<file path="src/rtl/yapp_router_pkg.sv">
// YAPP router shared types and constants.
// Register map, reset values and FSM states.
package yapp_router_pkg;

  typedef enum logic [1:0] {
    IDLE,
    PAYLOAD,
    PARITY
  } state_e;

  localparam logic [15:0] REG_MAXPKT = 16'h1000;
  localparam logic [15:0] REG_EN     = 16'h1001;
  localparam logic [15:0] REG_CHMASK = 16'h1002;
  localparam logic [15:0] REG_PARCNT = 16'h1003;
  localparam logic [15:0] REG_DRPCNT = 16'h1004;

  localparam logic [5:0] MAXPKT_RST = 6'd63;
  localparam logic       EN_RST     = 1'b1;
  localparam logic [3:0] CHMASK_RST = 4'hF;

  function automatic logic [7:0] sat_inc(input logic [7:0] v);
    return (v == 8'hFF) ? v : v + 8'd1;
  endfunction

endpackage

</file>
<file path="src/rtl/yapp_chan_fifo.sv">
// Per-channel show-ahead FIFO.
// A push into a full FIFO succeeds only when a pop frees the slot.
module yapp_chan_fifo #(
  parameter int DATA_W     = 8,
  parameter int FIFO_DEPTH = 16,
  localparam int AW        = $clog2(FIFO_DEPTH),
  localparam int CW        = AW + 1
) (
  input  logic              clock,
  input  logic              reset,
  input  logic              push,
  input  logic [DATA_W-1:0] din,
  input  logic              pop,
  output logic [DATA_W-1:0] dout,
  output logic              full,
  output logic              empty,
  output logic [CW-1:0]     count
);

  logic [DATA_W-1:0] r_mem [FIFO_DEPTH];
  logic [AW-1:0]     r_wr;
  logic [AW-1:0]     r_rd;
  logic [CW-1:0]     r_cnt;
  logic              w_push;
  logic              w_pop;

  assign full   = (r_cnt == CW'(FIFO_DEPTH));
  assign empty  = (r_cnt == '0);
  assign count  = r_cnt;
  assign dout   = r_mem[r_rd];
  assign w_pop  = pop && !empty;
  assign w_push = push && (!full || w_pop);

  // storage array, no reset needed
  always_ff @(posedge clock) begin
    if (w_push) r_mem[r_wr] <= din;
  end

  // pointers and occupancy
  always_ff @(posedge clock) begin
    if (reset) begin
      r_wr  <= '0;
      r_rd  <= '0;
      r_cnt <= '0;
    end else begin
      if (w_push) r_wr <= r_wr + 1'b1;
      if (w_pop)  r_rd <= r_rd + 1'b1;
      unique case ({w_push, w_pop})
        2'b10:   r_cnt <= r_cnt + 1'b1;
        2'b01:   r_cnt <= r_cnt - 1'b1;
        default: r_cnt <= r_cnt;
      endcase
    end
  end

endmodule

</file>
<file path="src/rtl/yapp_router_np.sv">
// Parametrised cut-through YAPP router.
// Input FSM, filtering, parity check, HBUS register bank.
module yapp_router_np
  import yapp_router_pkg::*;
#(
  parameter int DATA_W     = 8,
  parameter int NUM_CH     = 3,
  parameter int FIFO_DEPTH = 16,
  parameter int HADDR_W    = 16
) (
  input  logic                     clock,
  input  logic                     reset,
  input  logic [DATA_W-1:0]        in_data,
  input  logic                     in_data_vld,
  output logic                     in_suspend,
  output logic [NUM_CH*DATA_W-1:0] data,
  output logic [NUM_CH-1:0]        data_vld,
  input  logic [NUM_CH-1:0]        suspend,
  input  logic [HADDR_W-1:0]       haddr,
  input  logic [7:0]               hdata_w,
  output logic [7:0]               hdata_r,
  input  logic                     hen,
  input  logic                     hwr_rd,
  output logic                     error
);

  localparam int LEN_W = DATA_W - 2;
  localparam int CW    = $clog2(FIFO_DEPTH) + 1;

  state_e             r_state;
  state_e             w_next;
  logic [1:0]         r_addr;
  logic [LEN_W-1:0]   r_len_cnt;
  logic [DATA_W-1:0]  r_par;
  logic               r_drop;
  logic               r_error;
  logic [5:0]         r_maxpkt;
  logic               r_en;
  logic [NUM_CH-1:0]  r_chmask;
  logic [7:0]         r_par_cnt;
  logic [7:0]         r_drop_cnt;
  logic [7:0]         r_hdata;
  logic [7:0]         w_rdata;

  logic [1:0]         w_hdr_addr;
  logic [LEN_W-1:0]   w_hdr_len;
  logic               w_hdr_drop;
  logic [1:0]         w_cur_addr;
  logic               w_cur_drop;
  logic               w_acc;
  logic               w_par_err;
  logic               w_wr;
  logic [3:0]         w_mask4;
  logic [3:0]         w_full4;
  logic [NUM_CH-1:0]  w_full;
  logic [NUM_CH-1:0]  w_empty;
  logic [NUM_CH-1:0]  w_push;
  logic [DATA_W-1:0]  w_dout [NUM_CH];
  logic [CW-1:0]      w_cnt  [NUM_CH];

  assign w_hdr_addr = in_data[1:0];
  assign w_hdr_len  = in_data[DATA_W-1:2];
  assign w_mask4    = 4'(r_chmask);
  assign w_full4    = 4'(w_full);
  assign w_hdr_drop = !({1'b0, w_hdr_addr} < 3'(NUM_CH))
                   || !w_mask4[w_hdr_addr]
                   || (w_hdr_len > LEN_W'(r_maxpkt))
                   || !r_en;
  assign w_cur_addr = (r_state == IDLE) ? w_hdr_addr : r_addr;
  assign w_cur_drop = (r_state == IDLE) ? w_hdr_drop : r_drop;
  assign in_suspend = !w_cur_drop && w_full4[w_cur_addr];
  assign w_acc      = in_data_vld && !in_suspend;
  assign w_par_err  = w_acc && (r_state == PARITY)
                   && (r_par != in_data);
  assign w_wr       = hen && hwr_rd;
  assign error      = r_error;
  assign hdata_r    = r_hdata;

  // FSM state register
  always_ff @(posedge clock) begin
    if (reset) r_state <= IDLE;
    else       r_state <= w_next;
  end

  // packet framing: header, len payload bytes, parity
  always_comb begin
    w_next = r_state;
    unique case (r_state)
      IDLE:
        if (w_acc)
          w_next = (w_hdr_len == '0) ? PARITY : PAYLOAD;
      PAYLOAD:
        if (w_acc && r_len_cnt == '0) w_next = PARITY;
      PARITY:
        if (w_acc) w_next = IDLE;
      default: w_next = IDLE;
    endcase
  end

  // per-packet context: route, drop flag, running parity
  always_ff @(posedge clock) begin
    if (reset) begin
      r_addr    <= '0;
      r_len_cnt <= '0;
      r_par     <= '0;
      r_drop    <= 1'b0;
    end else if (w_acc) begin
      if (r_state == IDLE) begin
        r_addr    <= w_hdr_addr;
        r_drop    <= w_hdr_drop;
        r_par     <= in_data;
        r_len_cnt <= w_hdr_len - 1'b1;
      end else if (r_state == PAYLOAD) begin
        r_par     <= r_par ^ in_data;
        r_len_cnt <= r_len_cnt - 1'b1;
      end
    end
  end

  // error pulse the cycle after a drop or parity fault
  always_ff @(posedge clock) begin
    if (reset) r_error <= 1'b0;
    else       r_error <= (w_acc && r_state == IDLE && w_hdr_drop)
                       || w_par_err;
  end

  // config registers and saturating counters
  always_ff @(posedge clock) begin
    if (reset) begin
      r_maxpkt   <= MAXPKT_RST;
      r_en       <= EN_RST;
      r_chmask   <= CHMASK_RST[NUM_CH-1:0];
      r_par_cnt  <= '0;
      r_drop_cnt <= '0;
    end else begin
      if (w_wr && haddr == HADDR_W'(REG_MAXPKT))
        r_maxpkt <= hdata_w[5:0];
      if (w_wr && haddr == HADDR_W'(REG_EN))
        r_en <= hdata_w[0];
      if (w_wr && haddr == HADDR_W'(REG_CHMASK))
        r_chmask <= hdata_w[NUM_CH-1:0];
      if (w_wr && haddr == HADDR_W'(REG_PARCNT))
        r_par_cnt <= '0;
      else if (w_par_err)
        r_par_cnt <= sat_inc(r_par_cnt);
      if (w_wr && haddr == HADDR_W'(REG_DRPCNT))
        r_drop_cnt <= '0;
      else if (w_acc && r_state == IDLE && w_hdr_drop)
        r_drop_cnt <= sat_inc(r_drop_cnt);
    end
  end

  // register read mux
  always_comb begin
    w_rdata = 8'h00;
    unique case (1'b1)
      haddr == HADDR_W'(REG_MAXPKT): w_rdata = 8'(r_maxpkt);
      haddr == HADDR_W'(REG_EN):     w_rdata = 8'(r_en);
      haddr == HADDR_W'(REG_CHMASK): w_rdata = 8'(r_chmask);
      haddr == HADDR_W'(REG_PARCNT): w_rdata = r_par_cnt;
      haddr == HADDR_W'(REG_DRPCNT): w_rdata = r_drop_cnt;
      default:                       w_rdata = 8'h00;
    endcase
  end

  // read data held until the next read strobe
  always_ff @(posedge clock) begin
    if (reset)             r_hdata <= '0;
    else if (hen && !hwr_rd) r_hdata <= w_rdata;
  end

  for (genvar i = 0; i < NUM_CH; i++) begin : g_ch
    assign w_push[i]   = w_acc && !w_cur_drop
                      && (w_cur_addr == 2'(i));
    assign data_vld[i] = (w_cnt[i] != '0) && !suspend[i];
    assign data[i*DATA_W +: DATA_W] =
      w_empty[i] ? '0 : w_dout[i];

    yapp_chan_fifo #(
      .DATA_W     (DATA_W),
      .FIFO_DEPTH (FIFO_DEPTH)
    ) u_fifo (
      .clock (clock),
      .reset (reset),
      .push  (w_push[i]),
      .din   (in_data),
      .pop   (data_vld[i]),
      .dout  (w_dout[i]),
      .full  (w_full[i]),
      .empty (w_empty[i]),
      .count (w_cnt[i])
    );
  end

endmodule

</file>
<file path="config.mk">
export PLATFORM = sky130hd
export DESIGN_NAME = yapp_router_np
export DESIGN_NICKNAME = d
export VERILOG_FILES = /design/src/rtl/yapp_router_pkg.sv /design/src/rtl/yapp_chan_fifo.sv /design/src/rtl/yapp_router_np.sv
export SDC_FILE = /design/constraint.sdc
export NUM_CORES = 1
export LEC_CHECK = 0
export CORE_UTILIZATION = 40
export DETAILED_ROUTE_END_ITERATION = 12
export HOLD_SLACK_MARGIN = 0.06
export PLACE_DENSITY_LB_ADDON = 0.2
export SLEW_MARGIN = 20
export SYNTH_ARGS = -nofsm -noshare
export SYNTH_HDL_FRONTEND = slang
export SYNTH_HIERARCHICAL = 1
export SYNTH_SLANG_ARGS = --single-unit
</file>
<file path="constraint.sdc">
create_clock -name clock -period 5.3 [get_ports clock]
set_input_delay 0.53 -clock clock [delete_from_list [all_inputs] [get_ports clock]]
set_output_delay 0.53 -clock clock [all_outputs]
set_load 0.1 [all_outputs]
</file>
==> Word-level counts from Yosys, hierarchy flattened <==
Memory sizes are Yosys's and may differ from the RTL's. A register that Yosys moved wholly into a read port is not among the register bits.
Cells that the tools add are included.
{ "totals": {"output_inout_bits": 37, "memories": 3, "inputBits": 40, "ram_bits": 384, "reg_bits": 93, "word_cells": 174} }
{ "memory_table": {"columns": ["memory", "depth", "width", "read_ports", "rd_clocked_by_memory_dff", "wr", "line", "source"], "rows": [
  ["g_ch[0].u_fifo.r_mem", 16, 8, 1, 1, 1, "yapp_chan_fifo.sv:20", "logic [DATA_W-1:0] r_mem [FIFO_DEPTH];"],
  ["g_ch[1].u_fifo.r_mem", 16, 8, 1, 1, 1, "yapp_chan_fifo.sv:20", null],
  ["g_ch[2].u_fifo.r_mem", 16, 8, 1, 1, 1, "yapp_chan_fifo.sv:20", null]
]} }
{ "classes": {"n_eq_ne": 24, "n_reduce_logical": 69, "add_sub_neg": 16, "n_bitwise": 3, "order_cmp": 4, "muxes": 34} }
{ "ops": {"columns": ["op", "n"], "rows": [
  ["equality test 16 x 13 -> 1 bit (second input constant)", 5],
  ["two-way mux 8 bit", 5],
  ["case mux 8 bit (5 select lines)", 1],
  ["case mux 5 bit (2 select lines)", 3],
  ["logical AND 1 bit", 27],
  ["adder 4 x 1 -> 4 bit (second input constant)", 6],
  ["two-way mux 4 bit", 6],
  ["adder 8 x 1 -> 8 bit (second input constant)", 2],
  ["equality test 8 bit (second input constant)", 2],
  ["adder 5 x 1 -> 5 bit (second input constant)", 3],
  ["equality test 5 bit (second input constant)", 3],
  ["zero test 1 bit", 15],
  ["zero test 5 bit", 3],
  ["nonzero test 5 bit", 3],
  ["subtractor 5 x 1 -> 5 bit (second input constant)", 3],
  ["zero test 6 bit", 2],
  ["two-way mux 6 bit", 2],
  ["subtractor 6 x 1 -> 6 bit (second input constant)", 2],
  ["equality test 2 x 1 -> 1 bit (second input constant)", 5],
  ["equality test 2 bit (second input constant)", 5],
  ["two-way mux 2 bit", 5],
  ["two-way mux 1 bit", 9],
  ["!= test 8 bit", 1],
  ["nonzero test 2 bit", 4],
  ["13 further kinds", 28]
]} }

==> Longest topological paths before layout <==
Gate-level depths: netlist of the first run.
{ "depth": {"ltp_word": 16, "mapped_depth": 18, "mapped_depth_nobuf": 16} }

==> By module <==
The synthesis of the first run kept the hierarchy.
{ "modules_own_cells": {"columns": ["mod", "cells_per_inst", "instances", "area_per_inst_um2", "seq_area_each_um2"], "rows": [
  ["yapp_chan_fifo (g_ch[0].u_fifo ...)", 328, 2, 5859.4, 4184.0],
  ["yapp_chan_fifo (g_ch[1].u_fifo)", 322, 1, 5854.4, 4184.0],
  ["yapp_router_np", 447, 1, 3603.5, 1081.0]
]} }

==> Worst setup path before layout of the first run <==
Ideal clock, no wire load.
{ "synth_path": {"path_type": "input -> register", "startpoint": "in suspend[1]", "endpoint": "reg g_ch[1].u_fifo.r_cnt[4]", "path_buffers": 0, "required_ns": 5.166, "setup_ns": 0.134, "slack_ns": 1.121, "path_stages": 8, "arrival_time_ns": 4.044, "path_cell_list": "a21oi_1 -> nor2b_1 -> o21ai_4 -> fa_1 -> nand2b_1 -> o2bb2ai_1 -> mux2i_1 -> or4_1"} }
{ "synth_between": {"elab_chain_cells": 7, "elab_cells_between_ends": 9, "cone_classes": "eq/ne (2); mux (1); reduce/logical (6)"} }
{ "synth_rtl": {"columns": ["element", "line", "source"], "rows": [
  ["start, declared", "yapp_router_np.sv:18", "input logic [NUM_CH-1:0] suspend,"],
  ["zero test 1 bit (*)", "yapp_router_np.sv:175", "assign data_vld[i] = (w_cnt[i] != '0) && !suspend[i];"],
  ["logical AND 1 bit (*)", "yapp_router_np.sv:175", null],
  ["logical AND 1 bit (*)", "yapp_chan_fifo.sv:31", "assign w_pop = pop && !empty;"],
  ["logical OR 1 bit", "yapp_chan_fifo.sv:32", "assign w_push = push && (!full || w_pop);"],
  ["logical AND 1 bit", "yapp_chan_fifo.sv:32", null],
  ["equality test 2 x 1 -> 1 bit or equality test 2 bit (tied branches)", "yapp_chan_fifo.sv:48", "unique case ({w_push, w_pop})"],
  ["case mux 5 bit (2 select lines) or nonzero test 2 bit (tied branches)", null, null],
  ["end signal, assigned", "yapp_chan_fifo.sv:49", "2'b10: r_cnt <= r_cnt + 1'b1;"],
  ["end signal, assigned", "yapp_chan_fifo.sv:50", "2'b01: r_cnt <= r_cnt - 1'b1;"],
  ["end signal, assigned", "yapp_chan_fifo.sv:51", "default: r_cnt <= r_cnt;"],
  ["end, declared", "yapp_chan_fifo.sv:23", "logic [CW-1:0] r_cnt;"]
]} }
Every way passes the cells marked *; elsewhere a longest branch is shown, timed or not.
A chain may end at the register's enable or synchronous reset.

==> Worst setup path in the final report of the first run <==
{ "layout_path": {"startpoint": "reg g_ch[1].u_fifo.r_cnt[0]", "endpoint": "reg g_ch[0].u_fifo.r_cnt[4]"} }
{ "layout_between": {"elab_chain_cells": 11, "elab_cells_between_ends": 13, "cone_classes": "eq/ne (3); mux (3); reduce/logical (7)"} }
{ "layout_rtl": {"columns": ["element", "line", "source"], "rows": [
  ["equality test 5 bit (*)", "yapp_chan_fifo.sv:27", "assign full = (r_cnt == CW'(FIFO_DEPTH));"],
  ["net w_full[1]", "yapp_router_np.sv:55", "logic [NUM_CH-1:0] w_full;"],
  ["binary-select mux 1 bit (select 2 bit) (*)", "yapp_router_np.sv:71", "assign in_suspend = !w_cur_drop && w_full4[w_cur_addr];"],
  ["two-way mux 1 bit (implied by the code) (*)", "yapp_router_np.sv:71", null],
  ["logical AND 1 bit (*)", "yapp_router_np.sv:71", null],
  ["zero test 1 bit (*)", "yapp_router_np.sv:72", "assign w_acc = in_data_vld && !in_suspend;"],
  ["logical AND 1 bit (*)", "yapp_router_np.sv:72", null],
  ["logical AND 1 bit (*)", "yapp_router_np.sv:173", "assign w_push[i] = w_acc && !w_cur_drop"],
  ["logical AND 1 bit (*)", "yapp_router_np.sv:174", "&& (w_cur_addr == 2'(i));"],
  ["net w_push[0]", "yapp_router_np.sv:57", "logic [NUM_CH-1:0] w_push;"],
  ["logical AND 1 bit (*)", "yapp_chan_fifo.sv:32", null],
  ["equality test 2 x 1 -> 1 bit or equality test 2 bit (tied branches)", "yapp_chan_fifo.sv:48", null],
  ["case mux 5 bit (2 select lines) or nonzero test 2 bit (tied branches)", null, null],
  ["end signal, assigned", "yapp_chan_fifo.sv:49", null],
  ["end signal, assigned", "yapp_chan_fifo.sv:50", null],
  ["end signal, assigned", "yapp_chan_fifo.sv:51", null],
  ["end, declared", "yapp_chan_fifo.sv:23", null]
]} }
The timed path passes the listed nets; every way through them passes the cells marked *. The select of a mux whose other input is x is not followed.

==> flow_metrics.env, run 1 <==
export IMPL_status="finished, final reports clean"
export IMPL_final_cell_mix="edfxtp_1 (384), dfxtp_1 (102), mux4_2 (96)"
export IMPL_via_per_inst=5.56
export IMPL_finalCritPeriodShare_pct=87.6
export IMPL_synth_simple_gate_area_share_pct=10.1
export IMPL_track_usage_pct=18.0
export IMPL_rsz0062_at_grt="no"
export IMPL_vias=12400
export IMPL_fp_dieArea_um2=53900
export IMPL_worstHoldPathType="input port to flop"
export IMPL_final_setup_tns_ns=0
export IMPL_setup_violations=0
export IMPL_switching_share_pct=29.6
export IMPL_cts_hold_buffers=0
export IMPL_max_freq_mhz=216
export IMPL_dpl_cell_area_um2=22600
export IMPL_synth_edf_count=384
export IMPL_worst_slack_ns=0.660
export IMPL_crit_fanout=10
export IMPL_ys_flop_type="edfxtp_1"
export IMPL_cts_sinks=489
export IMPL_end_kind="flop"
export IMPL_core_area_um2=51800
export IMPL_htree_levels=2
export IMPL_power_internal_mw=6.93
export IMPL_die_w_um=232
export IMPL_powerDensity_nw_per_um2=405
export IMPL_nets=1586
export IMPL_ys_ff_latch=489
export IMPL_startpoint_type="flop"
export IMPL_gp_congestion=0.809
export IMPL_io_buffers=74
export IMPL_clkLatencyLatePin_ns=0.58
export IMPL_pwr_share_clk_pct=36.1
export IMPL_final_layout_size_suffix_gt1_share_pct=16.0
export IMPL_detail_route_antenna_nets=0
export IMPL_synth_distinct_cells=85
export IMPL_cts_resized_gates=0
export IMPL_yosysTopAreaCell="edfxtp_1"
export IMPL_cts_max_path_buffers=3
export IMPL_layout_min_cycle_time_ns=4.64
export IMPL_tightestPinTransition_ns=1.08
export IMPL_drt_iter0_markers=979
export IMPL_post_cts_buffers=0
export IMPL_ir_drop_mv=0.258
export IMPL_path_class="flop to flop"
export IMPL_synthXorXnorAreaFrac_pct=1.08
export IMPL_cts_root_buf="clkbuf_16"
export IMPL_synth_area_um2=21200
export IMPL_n_antenna_cell=0
export IMPL_async_reset_ff_share_pct=0
export IMPL_synthAdderAreaFrac_pct=2.23
export IMPL_cp_required_ns=5.75
export IMPL_synth_compound_area_share_pct=8.23
export IMPL_syn_to_final_growth_pct=14.6
export IMPL_grt_max_degree=64
export IMPL_grt_pass1_wl_um=73500
export IMPL_start_util_pct=40.9
export IMPL_grt_remaining_overflow=0
export IMPL_finalWirelength_um=47900
export IMPL_p_total_mw=9.84
export IMPL_slew_headroom_pct=27.6
export IMPL_synthTopCellsByArea="edfxtp_1 (54%), mux4_2 (10%), dfxtp_1 (9.9%)"
export IMPL_fin_area_um2=24300
export IMPL_path_clk_slew_ns=0.06
export IMPL_detailed_place_hpwl_um=30300
export IMPL_numCtsBuffers=51
export IMPL_cts_tree="yes"
export IMPL_yosys_warnings=6
export IMPL_maxCapViolCount=0
export IMPL_dr_pass1_iters=5
export IMPL_synth_top_family_by_area="multiplexers"
export IMPL_arrival_ns=5.10
export IMPL_final_common_cell="edfxtp_1"
export IMPL_skew_ns=0.0176
export IMPL_postSynthCellCount=1425
export IMPL_switching_power_mw=2.91
export IMPL_synthesis_nets=1501
export IMPL_slew_viol_final=0
export IMPL_hold_violations=0
export IMPL_yosysSeqAreaShare_pct=64.4
export IMPL_grt_pass1_vias=12400
export IMPL_dieHeight_um=232
export IMPL_synth_top_area_share_pct=54.5
export IMPL_pin_count=77
export IMPL_wl_per_cell_um=21.5
export IMPL_leakagePower_nw=8.04
export IMPL_rows=83
export IMPL_post_place_ws_ns=0.729
export IMPL_syn_avg_cell_area_um2=14.9
export IMPL_p_seq_share_pct=44.2
export IMPL_synthMuxAreaShare_pct=11.6
export IMPL_pwr_share_comb_pct=19.7
export IMPL_drcViolationCount=0
export IMPL_antenna_found_initial=1
flip-flops by register name, indices dropped and copies added, names as in the netlist, 3 cells and up, named ones only:
register and flops:
r_chmask 3, g_ch.u_fifo/count 15, g_ch.u_fifo/r_rd 12, g_ch.u_fifo/r_wr 12, r_par 8, hdata_r 8
g_ch.u_fifo/r_mem 384, r_maxpkt 6, r_par_cnt 8, r_len_cnt 6, r_drop_cnt 8
critical path, cell delays in order (launching register included):
cell       delay [ns]
dfxtp_1          0.36
or4_1            0.76
nor2_1           0.32
a21boi_1         0.36
o211ai_2         0.13
and3_1           0.32
o21ai_1          0.32
nor3_1           0.15
nor2b_1          0.18
o21ai_2          0.11
inv_1            0.22
ha_1             0.31
o2bb2ai_1        0.30
a2111oi_0        0.12
or4_1            0.56
per-layer routing:
metal | part of all wire, % | routed length [um] | GRT usage, % | up-vias
met3 | 5.8 | 2800 | 3.22 | 64
met4 | 2.2 | 1070 | 5.74 | 2
met1 | 44 | 21100 | 24.7 | 6271
li1 | - | - | - | 5772
met2 | 48 | 22900 | 29.1 | 298
met5 | 0.027 | 13 | 0 | -
power groups by stage:
| stage | Combinational, mW | Clock [mW] | Sequential, mW |
|---|---|---|---|
| 6_report | 1.94 | 3.55 | 4.35 |
| 5_1_grt | 2.07 | 3.78 | 4.37 |
| 4_1_cts | 1.96 | 3.65 | 4.35 |
| 3_5_place_dp | 1.95 | 0 | 4.43 |
| 3_3_place_gp | 1.93 | 0 | 4.43 |
| 2_1_floorplan | 1.53 | 0 | 4.37 |
final cells by class:
cell class / instances / area [um^2]
tap: 680 / 851
clock inverter: 24 / 234
clock buffer: 71 / 1410
timing repair buffer: 104 / 931
fill: 4483 / 27600
multi-input combinational: 821 / 7040
inverter: 43 / 164
sequential: 489 / 13600
per-stage QoR:
stage / hold WS, ns / utilization, % / instances
global placement: 0.452 / 43.7 / 2137
detailed placement: 0.455 / 43.7 / 2137
CTS: 0.293 / 46.8 / 2232
finish: 0.334 / 46.8 / 2232
global route: 0.315 / 46.8 / 2232
floorplan: 0.458 / - / 1425
Yosys cell counts (11+ instances only):
cell type    n
nand2b_1    12
buf_2       12
a22oi_1     51
nand4_1     14
nand2_1     68
a21oi_1     31
nor3_1      24
inv_1       40
edfxtp_1   384
nand3_1     29
mux2i_1     24
xnor2_1     17
o21ai_0     43
clkbuf_1    46
nor2b_1     50
dfxtp_1    105
o21a_1      14
o211ai_1    11
ha_1        33
and3_1      23
nor2_1      79
mux4_2      96
and2_1      35
path summary, 6_finish.rpt:
| path | startpoint | to | slack, ns | depth (start not counted) |
|---|---|---|---|---|
| setup / recovery | g_ch[1].u_fifo/count[0] | g_ch[0].u_fifo/count[4] | 0.66 | 14 |
| hold / removal | in_data[6] | g_ch[0].u_fifo/r_mem[8][6] | 0.33 | 1 |
| setup reg to reg | g_ch[1].u_fifo/count[0] | g_ch[0].u_fifo/count[4] | 0.66 | 14 |
| hold reg to reg | hdata_r[7] | hdata_r[7] | 0.46 | 2 |
logic make-up after synthesis:
group           after synthesis
simple gates                392
fa+ha+maj                    36
mux                         125
compound gates              242
buf+inv                     115
flops                       489
xor+xnor                     26
(Power assumes the default switching activity.)
==> run 2, diff against run 1 <==
--- a/config.mk
+++ b/config.mk
@@ -5,6 +5,7 @@
 export SDC_FILE = /design/constraint.sdc
 export NUM_CORES = 1
 export LEC_CHECK = 0
+export ABC_AREA = 1
 export CORE_UTILIZATION = 40
 export DETAILED_ROUTE_END_ITERATION = 12
 export HOLD_SLACK_MARGIN = 0.06
==> run 2 against run 1 <==
Effect of this change:
- clock power about the same
- highest routed layer is now met4
- combinational power up 110%
- critical endpoint is now data[5]
- register-to-register slack better by 0.43 ns
- final cell count grew 31%
- largest power group unchanged
==> flow_metrics.env, run 2 <==
export IMPL_status="finished, final reports clean"
export IMPL_start_util_pct=40.6
export IMPL_synth_most_common_cell="edfxtp_1"
export IMPL_max_stage_delay_ns=1.14
export IMPL_track_usage_pct=18.2
export IMPL_cts_hold_buffers=0
export IMPL_setup_violations=0
export IMPL_dr_pass1_iters=5
export IMPL_fin_area_um2=24900
export IMPL_largest_reg_flops=384
export IMPL_finalWirelength_um=50600
export IMPL_r2r_slack_ns=1.09
export IMPL_gp_congestion=0.844
export IMPL_finalCritPeriodShare_pct=79.7
export IMPL_via_per_inst=5.12
export IMPL_drcViolationCount=0
export IMPL_path_depth=7
export IMPL_slew_headroom_pct=30.9
export IMPL_largest_register="g_ch.u_fifo/r_mem"
export IMPL_yosysSeqAreaShare_pct=62.2
export IMPL_yosysTopAreaCell="edfxtp_1"
export IMPL_die_w_um=236
export IMPL_synth_top_area_share_pct=52.7
export IMPL_synth_area_um2=21900
export IMPL_clkLatencyLatePin_ns=0.60
export IMPL_dieHeight_um=236
export IMPL_grt_max_degree=129
export IMPL_grt_remaining_overflow=0
export IMPL_tightestPinTransition_ns=1.04
export IMPL_layout_min_cycle_time_ns=4.22
export IMPL_drt_iter0_markers=1103
export IMPL_syn_avg_cell_area_um2=10.3
export IMPL_max_freq_mhz=237
export IMPL_cts_root_buf="clkbuf_16"
export IMPL_end_kind="output port"
export IMPL_leakagePower_nw=9.26
export IMPL_arrival_ns=3.69
export IMPL_seq_area_um2=13600
export IMPL_pwr_share_comb_pct=33.1
export IMPL_ys_flop_type="edfxtp_1"
export IMPL_worstHoldPathType="flop to flop"
export IMPL_grt_pass1_vias=14100
export IMPL_slew_viol_final=0
export IMPL_cp_required_ns=4.77
export IMPL_cp_top_family="buffers and inverters"
export IMPL_htree_levels=2
export IMPL_final_setup_tns_ns=0
export IMPL_pwr_share_clk_pct=29.1
export IMPL_yosys_warnings=6
export IMPL_core_area_um2=53900
export IMPL_rsz0062_at_grt="no"
export IMPL_crit_path_cell_trace="inv_1, nand3_1, nand3_1, nand2_1, inv_1, nor2_1, clkdlybuf4s50_1"
export IMPL_detail_route_antenna_nets=0
export IMPL_hold_ws_ns=0.462
export IMPL_n_antenna_cell=0
export IMPL_crit_fanout=17
export IMPL_switching_share_pct=39.1
export IMPL_critical_path_buf_inv_count=3
export IMPL_postSynthCellCount=2122
export IMPL_dp_cells=2823
export IMPL_endpoint="data[5]"
export IMPL_path_class="flop to output port"
export IMPL_final_util_pct=46.1
export IMPL_post_cts_buffers=0
export IMPL_skew_ns=0.0197
export IMPL_synthTopCellsByArea="edfxtp_1 (53%), dfxtp_1 (9.6%), inv_1 (5.5%)"
export IMPL_crit_slowest_cell="clkdlybuf4s50_1"
export IMPL_syn_to_final_growth_pct=13.5
export IMPL_pin_count=77
export IMPL_fill_cells=5023
export IMPL_synthesis_nets=2198
export IMPL_final_cells=2919
export IMPL_power_internal_mw=7.51
export IMPL_vias=15000
export IMPL_synth_distinct_cells=42
export IMPL_cts_tree="yes"
export IMPL_async_reset_ff_share_pct=0
export IMPL_cts_resized_gates=0
export IMPL_final_common_cell="edfxtp_1"
export IMPL_antenna_found_initial=0
export IMPL_synth_common_cells="edfxtp_1 (384), inv_1 (320), nand2_1 (250), nand3_1 (196), nor2_1 (177)"
export IMPL_fp_dieArea_um2=55700
export IMPL_ff2ff_path_depth=16
export IMPL_startpoint_type="flop"
export IMPL_wl_per_cell_um=17.3
export IMPL_ys_ff_latch=489
export IMPL_ir_drop_mv=0.703
export IMPL_powerDensity_nw_per_um2=495
export IMPL_r2r_end="g_ch[0].u_fifo/r_mem[0][5]"
export IMPL_numCtsBuffers=53
export IMPL_io_buffers=74
export IMPL_detailed_place_hpwl_um=32100
export IMPL_grt_pass1_wl_um=79200
export IMPL_final_layout_size_suffix_gt1_share_pct=8.41
export IMPL_rows=85
export IMPL_cts_max_path_buffers=3
export IMPL_r2r_start="r_maxpkt[5]"
export IMPL_maxCapViolCount=0
export IMPL_hold_violations=0
export IMPL_synth_edf_count=384
export IMPL_p_seq_share_pct=37.8
export IMPL_cts_sinks=489
export IMPL_multi_input_area_um2=6520
export IMPL_final_cell_mix="edfxtp_1 (384), inv_1 (320), nand2_1 (250)"
export IMPL_dpl_cell_area_um2=23200
export IMPL_path_clk_slew_ns=0.06
export IMPL_nets=2259
export IMPL_switching_power_mw=4.81
[run 2: area by class of cell]
type / instances / area share [%]
Clock buffer: 60 / 5.48
Clock inverter: 35 / 1.27
Inverter: 331 / 5.03
Multi-Input combinational cell: 1212 / 26.2
Sequential cell: 489 / 54.9
Tap cell: 696 / 3.50
Timing Repair Buffer: 96 / 3.60
[run 2: cell families after synthesis]
group | Yosys count | synth area share, %
XOR/XNOR | 30 | 1.20
flip-flops | 489 | 62.2
buffers and inverters | 421 | 7.98
AO/OA/AOI/OAI | 438 | 11.5
adder cells (fa/ha/maj) | 36 | 2.16
AND/OR/NAND/NOR | 708 | 14.9
[run 2: worst min path at each step]
stage	slack, ns	cells after the start	from	end
2_1_floorplan	0.43	2	r_drop	r_drop
3_3_place_gp	0.46	2	r_len_cnt[4]	r_len_cnt[4]
3_5_place_dp	0.46	2	hdata_r[5]	hdata_r[5]
4_1_cts	0.44	1	in_data[0]	g_ch[2].u_fifo/r_mem[8][0]
5_1_grt	0.44	1	in_data[0]	g_ch[2].u_fifo/r_mem[8][0]
6_report	0.46	2	r_drop	r_drop
[run 2: stage by stage]
stage          setup slack (ns)  power, mW
2_1_floorplan              1.81       7.86
3_3_place_gp              0.884       8.76
3_5_place_dp              0.714       8.82
4_1_cts                    1.02       12.4
5_1_grt                   0.703       13.0
6_report                   1.08       12.3
[run 2: layer usage]
metal / vias up / routed length (um) / global-route usage [%]
li1: 7374 / - / -
met5: - / 0 / 0
met2: 374 / 23700 / 29.7
met3: 65 / 2570 / 2.47
met1: 7140 / 23200 / 25.1
met4: 0 / 1100 / 5.51
[run 2: power groups by stage]
| stage | Clock (mW) | Combinational [mW] | Sequential, mW |
|---|---|---|---|
| 3_5_place_dp | 0 | 4.02 | 4.80 |
| 3_3_place_gp | 0 | 3.97 | 4.79 |
| 6_report | 3.58 | 4.08 | 4.65 |
| 2_1_floorplan | 0 | 3.41 | 4.45 |
| 5_1_grt | 3.83 | 4.42 | 4.70 |
| 4_1_cts | 3.68 | 4.03 | 4.72 |
[run 2: worst min-delay path, cell delays in order, from the launching register on]
cell and delay [ns]:
dfxtp_1 0.29, inv_1 0.06, a21oi_1 0.06
==> run 3, diff against run 2 <==
==> constraint.sdc (replaced) <==
create_clock -name clock -period 3.9 [get_ports clock]
set_input_delay 0.39 -clock clock [delete_from_list [all_inputs] [get_ports clock]]
set_output_delay 0.39 -clock clock [all_outputs]
set_load 0.1 [all_outputs]
==> run 3 against run 2 <==
Effect of this change:
- clock power is 34% higher
- via count is 0.57% higher
- core utilization is 0.64 points higher
- critical path depth is 15 higher
- non-clock buffer count is 59 higher
- largest power group unchanged
- clock skew is 0.0061 ns higher
- sequential power is 34% higher
==> flow_metrics.env, run 3 (same netlist as run 2, synthesis figures left out) <==
export IMPL_cts_tree="yes"
export IMPL_crit_path_cell_trace="inv_1, ha_1, nand2_1, nor2_1, nand2_1, nand3_1, nand2_1, nand3_1, nand2_1, a21oi_4, nand2_1, nor3_1, buf_4, inv_1, nand3_2, buf_4, fa_1, o21ai_0, a21o_1, nand2_1, a21oi_1, nor2_1"
export IMPL_largest_register="g_ch.u_fifo/r_mem"
export IMPL_core_area_um2=53900
export IMPL_leakagePower_nw=9.61
export IMPL_power_internal_mw=10.1
export IMPL_maxCapViolCount=0
export IMPL_cts_resized_gates=0
export IMPL_switching_share_pct=39.4
export IMPL_io_buffers=74
export IMPL_crit_start="r_maxpkt[5]"
export IMPL_r2r_slack_ns=0.40
export IMPL_rsz0062_at_grt="no"
export IMPL_skew_ns=0.0259
export IMPL_slew_headroom_pct=34.5
export IMPL_clkLatencyLatePin_ns=0.61
export IMPL_hold_ws_ns=0.310
export IMPL_r2r_start="r_maxpkt[5]"
export IMPL_switching_power_mw=6.57
export IMPL_gp_congestion=0.821
export IMPL_pwr_share_clk_pct=28.9
export IMPL_setup_violations=0
export IMPL_max_freq_mhz=286
export IMPL_nets=2317
export IMPL_layout_min_cycle_time_ns=3.50
export IMPL_fin_area_um2=25200
export IMPL_cp_required_ns=4.38
export IMPL_status="finished, final reports clean"
export IMPL_wl_per_cell_um=17.3
export IMPL_arrival_ns=3.98
export IMPL_fp_dieArea_um2=55700
export IMPL_pwr_share_comb_pct=33.7
export IMPL_cts_root_buf="clkbuf_16"
export IMPL_numCtsBuffers=52
export IMPL_dpl_cell_area_um2=23600
export IMPL_crit_fanout=4
export IMPL_final_layout_size_suffix_gt1_share_pct=11.8
export IMPL_post_cts_buffers=0
export IMPL_via_per_inst=5.05
export IMPL_finalWirelength_um=51400
export IMPL_syn_to_final_growth_pct=15.1
export IMPL_ir_drop_mv=0.937
export IMPL_dr_pass1_iters=5
export IMPL_r2r_end="g_ch[1].u_fifo/count[4]"
export IMPL_tightestPinTransition_ns=0.979
export IMPL_detail_route_antenna_nets=0
export IMPL_p_seq_share_pct=37.5
export IMPL_grt_remaining_overflow=0
export IMPL_pin_count=77
export IMPL_drt_iter0_markers=1074
export IMPL_start_util_pct=40.6
export IMPL_dieHeight_um=236
export IMPL_startpoint_type="flop"
export IMPL_drcViolationCount=0
export IMPL_path_clk_slew_ns=0.06
export IMPL_slew_viol_final=0
export IMPL_detailed_place_hpwl_um=32800
export IMPL_path_class="flop to flop"
export IMPL_htree_levels=2
export IMPL_die_w_um=236
export IMPL_grt_max_degree=74
export IMPL_largest_reg_flops=384
export IMPL_grt_pass1_wl_um=81000
export IMPL_final_common_cell="edfxtp_1"
export IMPL_antenna_found_initial=0
export IMPL_vias=15000
export IMPL_endpoint="g_ch[1].u_fifo/count[4]"
export IMPL_track_usage_pct=18.6
export IMPL_powerDensity_nw_per_um2=660
export IMPL_cts_hold_buffers=0
export IMPL_worstHoldPathType="input port to flop"
export IMPL_max_stage_delay_ns=0.40
export IMPL_cpMostUsedCell="nand2_1"
export IMPL_hold_violations=0
export IMPL_ff2ff_path_depth=22
export IMPL_finalCritPeriodShare_pct=89.8
export IMPL_final_cell_mix="edfxtp_1 (384), inv_1 (320), nand2_1 (250)"
export IMPL_cts_max_path_buffers=3
export IMPL_cts_sinks=489
export IMPL_crit_slowest_cell="fa_1"
export IMPL_rows=85
export IMPL_grt_pass1_vias=14600
export IMPL_final_setup_tns_ns=0
export IMPL_n_antenna_cell=0
export IMPL_end_kind="flop"
run 3: cell types whose count changed in the layout (fill, tap and decap cells not counted), moves of 2 or more:
cell             change
clkinv_8             +3
clkdlybuf4s50_1     -27
clkbuf_1             +3
clkinvlp_4           -4
buf_4               +86
clkinv_2             +3
inv_6                -2
run 3: worst min-delay path by stage:
stage / start / end / slack (ns) / cells past startpoint
floorplan: r_drop / r_drop / 0.43 / 2
global placement: r_drop / r_drop / 0.44 / 2
detailed placement: r_drop / r_drop / 0.45 / 2
CTS: in_data[1] / g_ch[1].u_fifo/r_mem[14][1] / 0.28 / 1
global route: in_data[1] / g_ch[1].u_fifo/r_mem[14][1] / 0.30 / 1
finish: in_data[1] / g_ch[1].u_fifo/r_mem[14][1] / 0.31 / 1
run 3: power by group through the flow:
stage               clock network, mW  logic, mW  registers [mW]
global route                     5.12       6.07            6.29
finish                           4.81       5.61            6.24
global placement                    0       5.54            6.34
detailed placement                  0       5.62            6.35
CTS                              4.93       5.63            6.24
floorplan                           0       4.64            6.04
run 3: worst max-delay path: cells and delay by family, from the launching register on:
family	cells	cell delay, ns
adder cells (fa/ha/maj)	2	0.68
buffers and inverters	4	0.63
AND/OR/NAND/NOR	12	1.12
AO/OA/AOI/OAI	4	0.64
flip-flops	1	0.29
run 3: through the flow:
step	power, mW	utilization [%]	setup slack [ns]	std cells
finish	16.6	46.8	0.398	2978
global placement	11.9	43.7	0.349	2883
global route	17.5	46.8	0.113	2978
detailed placement	12.0	43.7	0.257	2883
floorplan	10.7	-	0.547	2122
CTS	16.8	46.8	0.408	2978
run 3: final cells by class:
type                       count  area (um^2)
clock inverter                34          322
sequential                   489        13600
tap                          696          871
clock buffer                  61         1340
fill                        5007        28700
timing repair buffer         155         1260
multi-input combinational   1212         6520
inverter                     331         1250
run 3: routing by layer:
metal | vias to the layer above | track usage (%) | wire [um]
li1 | 7504 | - | -
met1 | 7154 | 25.0 | 23300
met2 | 295 | 31.0 | 24500
met3 | 85 | 2.68 | 2400
met4 | 0 | 5.80 | 1180
met5 | - | 0 | 0
